===== config.mk =====
export PLATFORM = sky130hd
export DESIGN_NAME = ad9783_spi_cfg
export DESIGN_NICKNAME = d
export VERILOG_FILES = /design/src/rtl/ad9783_spi_cfg_pkg.sv /design/src/rtl/ad9783_spi_phy.sv /design/src/rtl/ad9783_spi_cfg.sv
export SDC_FILE = /design/constraint.sdc
export NUM_CORES = 1
export LEC_CHECK = 0
export BUFFER_PORTS_ARGS = -buffer_cell sky130_fd_sc_hd__buf_2
export CAP_MARGIN = 25
export CORE_UTILIZATION = 55
export DETAILED_ROUTE_END_ITERATION = 8
export GPL_ROUTABILITY_DRIVEN = 1
export GPL_TIMING_DRIVEN = 0
export PLACE_DENSITY = 0.87
export SYNTH_ARGS = -nofsm -noshare
export SYNTH_HDL_FRONTEND = slang
export SYNTH_HIERARCHICAL = 1
export SYNTH_SLANG_ARGS = --single-unit

===== constraint.sdc =====
create_clock -name clk_in -period 4 [get_ports clk_in]
set_clock_uncertainty 0.1 [all_clocks]
set_input_delay 0.2 -clock clk_in [delete_from_list [all_inputs] [get_ports clk_in]]
set_output_delay 0.2 -clock clk_in [all_outputs]
set_load 0.02 [all_outputs]

===== src/rtl/ad9783_spi_cfg_pkg.sv =====
// Shared definitions for the AD9783 serial-port configuration sequencer.
// Contents: frame layout constants, DAC register addresses, the power-up
// init table, the sequencer and frame-engine state types, and a helper
// that assembles a 16-bit instruction+data frame.
package ad9783_spi_cfg_pkg;

  localparam int unsigned FRAME_W = 16;
  localparam int unsigned RW_BIT  = 15;   // 1 = read

  localparam logic [4:0] REG_SPI_CTL    = 5'h00;
  localparam logic [4:0] REG_DATA_CTL   = 5'h02;
  localparam logic [4:0] REG_POWER_DN   = 5'h03;
  localparam logic [4:0] REG_SETUP_HOLD = 5'h04;

  typedef enum logic [2:0] {
    ST_RESET_IDLE,
    ST_INIT_LOAD,
    ST_FRAME,
    ST_GAP,
    ST_IDLE
  } cfg_state_t;

  typedef enum logic [1:0] {
    PH_IDLE,
    PH_SHIFT,
    PH_TAIL
  } phy_phase_t;

  // Init table entry {addr[4:0], data[7:0]}; unused slots are 0x00 <= 0x00.
  function automatic logic [12:0] init_entry(input logic [3:0] idx);
    logic [12:0] e;
    case (idx)
      4'd0:    e = {REG_SPI_CTL,    8'h00};
      4'd1:    e = {REG_DATA_CTL,   8'h00};
      4'd2:    e = {REG_POWER_DN,   8'h00};
      4'd3:    e = {REG_SETUP_HOLD, 8'h00};
      default: e = '0;
    endcase
    return e;
  endfunction

  function automatic logic [FRAME_W-1:0] make_frame(input logic       rd,
                                                    input logic [4:0] addr,
                                                    input logic [7:0] data);
    return {rd, 2'b00, addr, data};
  endfunction

endpackage


===== src/rtl/ad9783_spi_phy.sv =====
// Single 16-bit SPI frame engine for the AD9783 serial port.
// Ports:
//   clk, rst_n          clock, asynchronous active-low reset
//   start, frame        load and launch a frame (honoured only when idle)
//   busy                frame or trailing csb-high gap in progress
//   frame_end           strobe in the cycle before csb returns high
//   gap_end             strobe in the last cycle of the csb-high gap
//   rx_data, rx_valid   byte shifted in during a read, 1-cycle valid pulse
//   spi_*               serial port pins (sclk idles low, MSB first)
module ad9783_spi_phy
  import ad9783_spi_cfg_pkg::*;
#(
  parameter int unsigned CLK_DIV = 4
) (
  input  logic               clk,
  input  logic               rst_n,
  input  logic               start,
  input  logic [FRAME_W-1:0] frame,
  output logic               busy,
  output logic               frame_end,
  output logic               gap_end,
  output logic [7:0]         rx_data,
  output logic               rx_valid,
  output logic               spi_csb,
  output logic               spi_sclk,
  output logic               spi_sdio,
  input  logic               spi_sdo
);

  localparam int unsigned HC_W = (CLK_DIV > 1) ? $clog2(CLK_DIV) : 1;

  phy_phase_t         phase, phase_nxt;
  logic [HC_W-1:0]    hcnt;
  logic [4:0]         bit_cnt;
  logic [FRAME_W-1:0] tx_sh;
  logic [7:0]         rx_sh;
  logic               is_rd;
  logic               tick;

  // tick marks the last clk of a half-period: SCLK/csb/sdio change on the next edge.
  assign tick      = (phase != PH_IDLE) && (hcnt == HC_W'(CLK_DIV - 1));
  // After falling edge 15 sclk is low with all 16 rising edges counted.
  assign frame_end = (phase == PH_SHIFT) && tick && !spi_sclk && (bit_cnt == 5'd16);
  // Tail counts two half-periods of csb high before the engine frees up.
  assign gap_end   = (phase == PH_TAIL) && tick && (bit_cnt == 5'd1);
  assign busy      = (phase != PH_IDLE);

  always_comb begin
    phase_nxt = phase;
    case (phase)
      PH_IDLE:  if (start)     phase_nxt = PH_SHIFT;
      PH_SHIFT: if (frame_end) phase_nxt = PH_TAIL;
      PH_TAIL:  if (gap_end)   phase_nxt = PH_IDLE;
      default:                 phase_nxt = PH_IDLE;
    endcase
  end

  always_ff @(posedge clk or negedge rst_n) begin
    if (!rst_n) phase <= PH_IDLE;
    else        phase <= phase_nxt;
  end

  always_ff @(posedge clk or negedge rst_n) begin
    if (!rst_n) begin
      hcnt     <= '0;
      bit_cnt  <= '0;
      tx_sh    <= '0;
      rx_sh    <= '0;
      is_rd    <= 1'b0;
      rx_data  <= '0;
      rx_valid <= 1'b0;
      spi_csb  <= 1'b1;
      spi_sclk <= 1'b0;
      spi_sdio <= 1'b0;
    end else begin
      rx_valid <= 1'b0;
      if (phase == PH_IDLE) begin
        hcnt <= '0;
        if (start) begin
          spi_csb  <= 1'b0;
          spi_sclk <= 1'b0;
          spi_sdio <= frame[FRAME_W-1];
          tx_sh    <= {frame[FRAME_W-2:0], 1'b0};
          is_rd    <= frame[RW_BIT];
          bit_cnt  <= '0;
          rx_sh    <= '0;
        end
      end else begin
        hcnt <= tick ? '0 : hcnt + 1'b1;
        if (tick) begin
          if (phase == PH_SHIFT) begin
            if (frame_end) begin
              spi_csb  <= 1'b1;
              spi_sdio <= 1'b0;
              bit_cnt  <= '0;
              if (is_rd) begin
                rx_data  <= rx_sh;
                rx_valid <= 1'b1;
              end
            end else if (!spi_sclk) begin
              // Rising edge k = bit_cnt; data phase of a read is edges 8..15.
              spi_sclk <= 1'b1;
              bit_cnt  <= bit_cnt + 5'd1;
              if (bit_cnt >= 5'd8) rx_sh <= {rx_sh[6:0], spi_sdo};
            end else begin
              // Falling edge k = bit_cnt-1; only edges 0..14 advance sdio.
              spi_sclk <= 1'b0;
              if (bit_cnt <= 5'd15) begin
                spi_sdio <= tx_sh[FRAME_W-1];
                tx_sh    <= {tx_sh[FRAME_W-2:0], 1'b0};
              end
            end
          end else begin
            bit_cnt <= bit_cnt + 5'd1;
          end
        end
      end
    end
  end

endmodule


===== src/rtl/ad9783_spi_cfg.sv =====
// AD9783 configuration sequencer: writes the init table after reset or
// reinit, then serves single-register host reads/writes over valid/ready.
// Ports:
//   clk_in, rst_n_in             clock, asynchronous active-low reset
//   reinit_in                    pulse: rerun the init table
//   req_valid_in/req_ready_out   host request handshake
//   req_we_in, req_addr_in,
//   req_wdata_in                 request: 1=write, register address, data
//   rdata_out, rdata_valid_out   last read byte, 1-cycle update pulse
//   init_done_out                init table complete
//   spi_csb_out, spi_sclk_out,
//   spi_sdio_out, spi_sdo_in     DAC serial port
module ad9783_spi_cfg
  import ad9783_spi_cfg_pkg::*;
#(
  parameter int unsigned CLK_DIV = 4,
  parameter int unsigned N_INIT  = 4
) (
  input  logic       clk_in,
  input  logic       rst_n_in,
  input  logic       reinit_in,
  input  logic       req_valid_in,
  output logic       req_ready_out,
  input  logic       req_we_in,
  input  logic [4:0] req_addr_in,
  input  logic [7:0] req_wdata_in,
  output logic [7:0] rdata_out,
  output logic       rdata_valid_out,
  output logic       init_done_out,
  output logic       spi_csb_out,
  output logic       spi_sclk_out,
  output logic       spi_sdio_out,
  input  logic       spi_sdo_in
);

  localparam logic [3:0] LAST_IDX = 4'(N_INIT - 1);

  cfg_state_t         state, state_nxt;
  logic [3:0]         init_idx, idx_nxt;
  logic               init_done, done_nxt;
  logic               reinit_pend, pend_nxt;
  logic               in_init, in_init_nxt;
  logic               start;
  logic [FRAME_W-1:0] frame_word;
  logic [12:0]        entry;
  logic               accept;
  logic               phy_busy, frame_end, gap_end;

  assign req_ready_out = (state == ST_IDLE) && init_done && !reinit_pend && !phy_busy;
  assign accept        = req_valid_in && req_ready_out;
  assign init_done_out = init_done;

  always_comb begin
    state_nxt   = state;
    idx_nxt     = init_idx;
    done_nxt    = init_done;
    pend_nxt    = reinit_pend | reinit_in;
    in_init_nxt = in_init;
    start       = 1'b0;
    entry       = init_entry(init_idx);
    frame_word  = make_frame(1'b0, entry[12:8], entry[7:0]);

    case (state)
      ST_RESET_IDLE: begin
        state_nxt   = ST_INIT_LOAD;
        idx_nxt     = '0;
        done_nxt    = 1'b0;
        in_init_nxt = 1'b1;
      end
      ST_INIT_LOAD: begin
        start     = 1'b1;
        state_nxt = ST_FRAME;
      end
      ST_FRAME: begin
        if (frame_end) state_nxt = ST_GAP;
      end
      ST_GAP: begin
        if (gap_end) begin
          if (in_init && (init_idx != LAST_IDX)) begin
            idx_nxt   = init_idx + 4'd1;
            state_nxt = ST_INIT_LOAD;
          end else if (pend_nxt) begin
            // A reinit latched during this frame is taken instead of entering IDLE.
            state_nxt   = ST_INIT_LOAD;
            idx_nxt     = '0;
            done_nxt    = 1'b0;
            in_init_nxt = 1'b1;
            pend_nxt    = 1'b0;
          end else begin
            state_nxt   = ST_IDLE;
            in_init_nxt = 1'b0;
            if (in_init) done_nxt = 1'b1;
          end
        end
      end
      ST_IDLE: begin
        if (accept) begin
          // A same-cycle reinit stays latched in pend_nxt and runs after this frame.
          start       = 1'b1;
          frame_word  = make_frame(~req_we_in, req_addr_in,
                                   req_we_in ? req_wdata_in : 8'h00);
          state_nxt   = ST_FRAME;
          in_init_nxt = 1'b0;
        end else if (pend_nxt) begin
          // Launch entry 0 straight from IDLE rather than via INIT_LOAD.
          entry       = init_entry(4'd0);
          frame_word  = make_frame(1'b0, entry[12:8], entry[7:0]);
          start       = 1'b1;
          state_nxt   = ST_FRAME;
          idx_nxt     = '0;
          done_nxt    = 1'b0;
          in_init_nxt = 1'b1;
          pend_nxt    = 1'b0;
        end
      end
      default: state_nxt = ST_RESET_IDLE;
    endcase
  end

  always_ff @(posedge clk_in or negedge rst_n_in) begin
    if (!rst_n_in) begin
      state       <= ST_RESET_IDLE;
      init_idx    <= '0;
      init_done   <= 1'b0;
      reinit_pend <= 1'b0;
      in_init     <= 1'b0;
    end else begin
      state       <= state_nxt;
      init_idx    <= idx_nxt;
      init_done   <= done_nxt;
      reinit_pend <= pend_nxt;
      in_init     <= in_init_nxt;
    end
  end

  ad9783_spi_phy #(
    .CLK_DIV (CLK_DIV)
  ) u_phy (
    .clk       (clk_in),
    .rst_n     (rst_n_in),
    .start     (start),
    .frame     (frame_word),
    .busy      (phy_busy),
    .frame_end (frame_end),
    .gap_end   (gap_end),
    .rx_data   (rdata_out),
    .rx_valid  (rdata_valid_out),
    .spi_csb   (spi_csb_out),
    .spi_sclk  (spi_sclk_out),
    .spi_sdio  (spi_sdio_out),
    .spi_sdo   (spi_sdo_in)
  );

endmodule


; ---- Word-level counts from Yosys, hierarchy flattened
; Index checks and enable logic that the tools add are counted.
[classes]
n_mux = 84
n_reduce_logical = 39
n_addsub = 3
n_lt_le_gt_ge = 2
bitwise = 3
n_eq_ne = 26
[ops]
columns = cell, n
row1 = 2-to-1 mux 16 bit, 9
row2 = 2-to-1 mux 8 bit, 8
row3 = 2-to-1 mux 1 bit, 37
row4 = case mux 11 bit (3 select lines), 1
row5 = 2-to-1 mux 5 bit, 6
row6 = 2-to-1 mux 3 bit, 6
row7 = AND reduction 6 bit, 3
row8 = 2-to-1 mux 4 bit, 4
row9 = inequality test 2 bit (second input constant), 8
row10 = case mux 3 bit (5 select lines), 1
row11 = nonzero test 2 bit, 7
row12 = 2-to-1 mux 13 bit, 1
row13 = case mux 4 bit (3 select lines), 1
row14 = AND reduction 3 bit, 4
row15 = AND reduction 4 bit, 3
row16 = logical AND 1 bit, 11
row17 = 2-to-1 mux 2 bit, 5
row18 = AND reduction 5 bit, 2
row19 = nonzero test 3 bit, 3
row20 = equality test 4 x 2 -> 1 bit (second input constant), 2
row21 = equality test 3 x 2 -> 1 bit (second input constant), 2
row22 = case mux 1 bit (3 select lines), 2
row23 = case mux 2 bit (3 select lines), 1
row24 = adder 5 x 1 -> 5 bit (second input constant), 1
row25 = 23 further kinds, 29
[totals]
register_bits = 56
out_inout_bits = 14
input_bits = 19
elab_cells = 173

; ---- Logic depth before layout (Yosys ltp)
[logic_depth]
depth_word = 9
mapped_depth = 14
ltp_nobuf = 11

; ---- Cells and area by module
; Netlist, hierarchy kept.
[modules_own_cells]
columns = mod, area_each_um2, cells_per_inst, seq_area_each_um2, n_inst
row1 = ad9783_spi_phy, 2088.3, 212, 1127.3, 1
row2 = ad9783_spi_cfg, 793.3, 91, 250.2, 1

; ---- Least setup slack after synthesis
; Ideal clock, no wire load.
[synth_timing]
path_kind = reg2reg
start = register u_phy.phase[1]
end = register u_phy.tx_sh[10]
setup_slack_ns = 1.057
t_required_ns = 3.759
t_arrival_ns = 2.702
path_stages_with_launch = 14
path_buffers = 3
setup_time_ns = 0.141
period_less_slack_ns = 2.943
cell_sequence = dfrtp_1 -> nor2_1 -> inv_1 -> clkbuf_1 -> buf_1 -> nand3b_1 -> nand2_1 -> nand3b_1 -> a21oi_1 -> mux2i_1 -> nor2_1 -> nor4b_2 -> clkbuf_1 -> a31oi_1
[synth_between]
elab_chain_cells = 8
elab_cells_between_ends = 23
classes_between = eq/ne (3) / mux (6) / reduce/logical (14)
[synth_lines]
columns = item, line
row1 = from (decl), ad9783_spi_phy.sv:32  ; phy_phase_t phase, phase_nxt;
row2 = from (signal assigned), ad9783_spi_phy.sv:60  ; else phase <= phase_nxt;
row3 = nonzero test 2 bit, ad9783_spi_phy.sv:46  ; assign busy = (phase != PH_IDLE);
row4 = named net phy_busy, ad9783_spi_cfg.sv:47  ; logic phy_busy, frame_end, gap_end;
row5 = zero test 1 bit, ad9783_spi_cfg.sv:49  ; assign req_ready_out = (state == ST_IDLE) && init_done && !reinit_pend && !phy_busy;
row6 = logical AND 1 bit, ad9783_spi_cfg.sv:49
row7 = logical AND 1 bit, ad9783_spi_cfg.sv:50  ; assign accept = req_valid_in && req_ready_out;
row8 = 2-to-1 mux 1 bit, ad9783_spi_cfg.sv:97  ; if (accept) begin
row9 = case mux 1 bit (2 select lines), ad9783_spi_cfg.sv:63  ; case (state)
row10 = named net start, ad9783_spi_cfg.sv:43  ; logic start;
row11 = inequality test 2 bit (no line), --
row12 = AND reduction 6 bit (no line), --
row13 = to (signal assigned), ad9783_spi_phy.sv:83  ; tx_sh <= {frame[FRAME_W-2:0], 1'b0};
row14 = to (signal assigned), ad9783_spi_phy.sv:110  ; tx_sh <= {tx_sh[FRAME_W-2:0], 1'b0};
row15 = to (decl), ad9783_spi_phy.sv:35  ; logic [FRAME_W-1:0] tx_sh;
; The timed path passes the listed nets, and every way through them passes these cells. The select of a mux whose other input is x is not followed.
; A chain may end at the register's enable or synchronous reset.

; ---- Worst setup path after layout
[layout_timing]
start = register u_phy.phase[1]
end = register u_phy.tx_sh[13]
; Same word-level chain as after synthesis.

==> flow_summary.json <==
{
  "insertion_delay_ns": 0.31,
  "cp_top_family": "simple AND/OR/NAND/NOR gates",
  "synth.top_cell.area_share": 0.469,
  "cts_sinks": 55,
  "cp_common_cell": "nor2_1",
  "die-area_mm2": 0.00553,
  "syn_to_final_growth_pct": 14.6,
  "grt_antenna_before_repair": 0,
  "timing.setup.tns_ns": 0,
  "async_flop_share": 1.00,
  "drive_gt1_frac": 0.208,
  "crit_fanout": 12,
  "drtIter0Drc": 122,
  "core_mm2": 0.00488,
  "cp_cell_sequence": "nor2_1 -> inv_1 -> clkbuf_1 -> buf_1 -> nand3b_1 -> nand2_1 -> nand3b_1 -> a21oi_1 -> mux2i_1 -> nor2_1 -> nor4b_4 -> buf_2 -> nor2_1 -> a31oi_1",
  "yosys_register_bits": 55,
  "cp.arrival_ns": 3.80,
  "clock.fmax_ghz": 0.272,
  "synth_warnings": 6,
  "grt_pass1_vias": 2246,
  "fillers": 409,
  "slew_headroom": 0.531,
  "cp-start-kind": "flop",
  "setup_viol": 0,
  "crit_buf_inv": 4,
  "dp_hpwl_um": 4130,
  "numCtsBuffers": 5,
  "regToRegEndpoint": "u_phy/tx_sh[13]",
  "path_clk_slew_ns": 0.10,
  "grt_max_degree": 41,
  "cts_tree": "yes",
  "crit_start": "u_phy/phase[1]",
  "synth-edff-count": 0,
  "fin_crit_sh": 0.919,
  "via_per_inst": 5.73,
  "slew_viol_final": 0,
  "postCtsSetupBuffers": 0,
  "antenna_left": 0,
  "diodes": 0,
  "yosysTopAreaCell": "dfrtp_1",
  "power_density_mw_per_mm2": 323,
  "grt_usage": 0.231,
  "wire_per_inst_um": 14.3,
  "gr-total-overflow": 0,
  "synthCells": 303,
  "cts.path.max_buffers": 2,
  "drt-pass1-iter-count": 4,
  "place.gp.congestion": 0.877,
  "die_h_um": 74.4,
  "netlist_top_cells_area": "dfrtp_1, nand2_1, mux2_4",
  "worst_pin_slew_ns": 0.694,
  "cp_slowest_cell": "dfrtp_1",
  "grt_pass1_wl_um": 9830,
  "num_rows": 25,
  "rsz0062_at_grt": "false",
  "reg2reg_depth": 14,
  "htree_levels": 2,
  "end_kind": "flop",
  "power.leakage_nw": 1.58,
  "portBuffers": 32,
  "synth_cell_types": 58,
  "seq_area_frac_synth": 0.478,
  "r2r_slack_ns": 0.32,
  "vias": 2368,
  "endpoint": "u_phy/tx_sh[13]",
  "drv_cap": 0,
  "hold_viol_final": 0,
  "synthMostInstantiatedCell": "nand2_1",
  "syn_avg_cell_area_um2": 9.51,
  "finalNetCount": 372,
  "path_depth": 14,
  "drt-total-wl_um": 5910,
  "required_ns": 4.13,
  "holdWs_ns": 0.0334,
  "root_buffer": "clkbuf_8",
  "synthTopCellsByCount": "nand2_1, dfrtp_1, nor2_1, o21ai_0, a31oi_1",
  "r2r-start": "u_phy/phase[1]",
  "start_util": 0.591,
  "status": "completed",
  "syn-cell-area_mm2": 0.00288,
  "die_w_um": 74.4,
  "ir_worst_vdd_mv": 0.173,
  "ioPinCount": 33,
  "hold_class": "primary input to flop",
  "crit_type": "flop to flop",
  "synthFlopType": "dfrtp_1",
  "slowest_delay_ns": 0.45,
  "drc": 0,
  "min_period_ns": 3.68
}
-- worst min-delay path, stage by stage --
cell and delay (ns):
buf_2 0.09, nand2_1 0.05, o21ai_0 0.07
-- worst min path at each step --
stage / endpoint / slack [ns] / cells after the start / start
floorplan: in_init / -0.20 / 0 / rst_n_in
global placement: u_phy/hcnt[0] / 0.32 / 1 / u_phy/hcnt[0]
detailed placement: u_phy/rx_sh[2] / 0.04 / 1 / rst_n_in
CTS: u_phy/rx_sh[0] / 0.03 / 3 / spi_sdo_in
global route: u_phy/rx_sh[0] / 0.06 / 3 / spi_sdo_in
finish: u_phy/rx_sh[0] / 0.03 / 3 / spi_sdo_in
-- per-stage QoR --
stage	instances	worst slack, ns	area, µm²	util	power (mW)
after floorplan	304	1.06	2890	-	0.619
after global placement	403	0.334	3130	0.641	0.645
after detailed placement	404	0.285	3150	0.645	0.650
after CTS	413	0.192	3290	0.675	1.07
after global routing	413	0.00390	3300	0.677	1.10
final	413	0.325	3300	0.677	1.07
-- layout by cell type, fill, tap and decap left out, types with 8 or more instances in the layout --
master and count:
nor2_1 26, ha_1 8, nand2_1 57, buf_2 37, mux2_4 8, inv_1 10
o21ai_0 23, and3_1 12, a31oi_1 14, dfrtp_1 54
-- flip-flops by register name, indices dropped and copies added, names as in the netlist, 2 cells and up --
name           cells
u_phy/hcnt         2
u_phy/rx_sh        8
u_phy/phase        2
u_phy/tx_sh       15
state              3
u_phy/bit_cnt      5
init_idx           4
u_phy/rx_data      8
-- what timing repair did --
| item | 4_1_cts | 5_1_grt |
|---|---|---|
| hold buffers | 1 | 0 |
| resized for setup | 0 | 3 |
| endpoints found under the hold margin | 15 | 0 |
| endpoints found under the setup margin | 0 | 15 |
-- area by class of cell --
| class | count | area (µm²) | area share |
|---|---|---|---|
| repair buffers | 34 | 190 | 0.0576 |
| inverters | 11 | 46.3 | 0.0140 |
| clock inverters | 2 | 60.1 | 0.0182 |
| well taps | 67 | 83.8 | 0.0254 |
| multi-input cells | 223 | 1380 | 0.418 |
| plain buffers | 15 | 92.6 | 0.0280 |
| clock buffers | 6 | 72.6 | 0.0220 |
| flip-flops and latches | 55 | 1380 | 0.417 |
-- routing by layer --
layer | vias up | part of all wire | global-route usage
li1 | 1142 | - | -
met1 | 1158 | 0.45 | 0.297
met2 | 60 | 0.49 | 0.391
met3 | 8 | 0.041 | 0.0393
met4 | 0 | 0.012 | 0.0860
met5 | - | 0 | 0
-- power breakdown --
part / switching, mW / leakage (nW) / internal (mW) / total (mW)
Clock: 0.179 / 0.0654 / 0.250 / 0.429
Sequential: 0.0102 / 0.665 / 0.565 / 0.575
Combinational: 0.0351 / 0.851 / 0.0286 / 0.0636
Total: 0.224 / 1.58 / 0.844 / 1.07
-- logic make-up (layout without fill, tap and decap cells) --
group / Yosys count / in the layout / share of synthesized area
simple gates: 136 / 136 / 0.238
compound gates: 66 / 66 / 0.147
flops: 55 / 55 / 0.478
buf+inv: 26 / 68 / 0.0478
mux: 11 / 11 / 0.0530
fa+ha+maj: 8 / 8 / 0.0347
other cells: 1 / 2 / 0.00130
(Power assumes the default switching activity.)
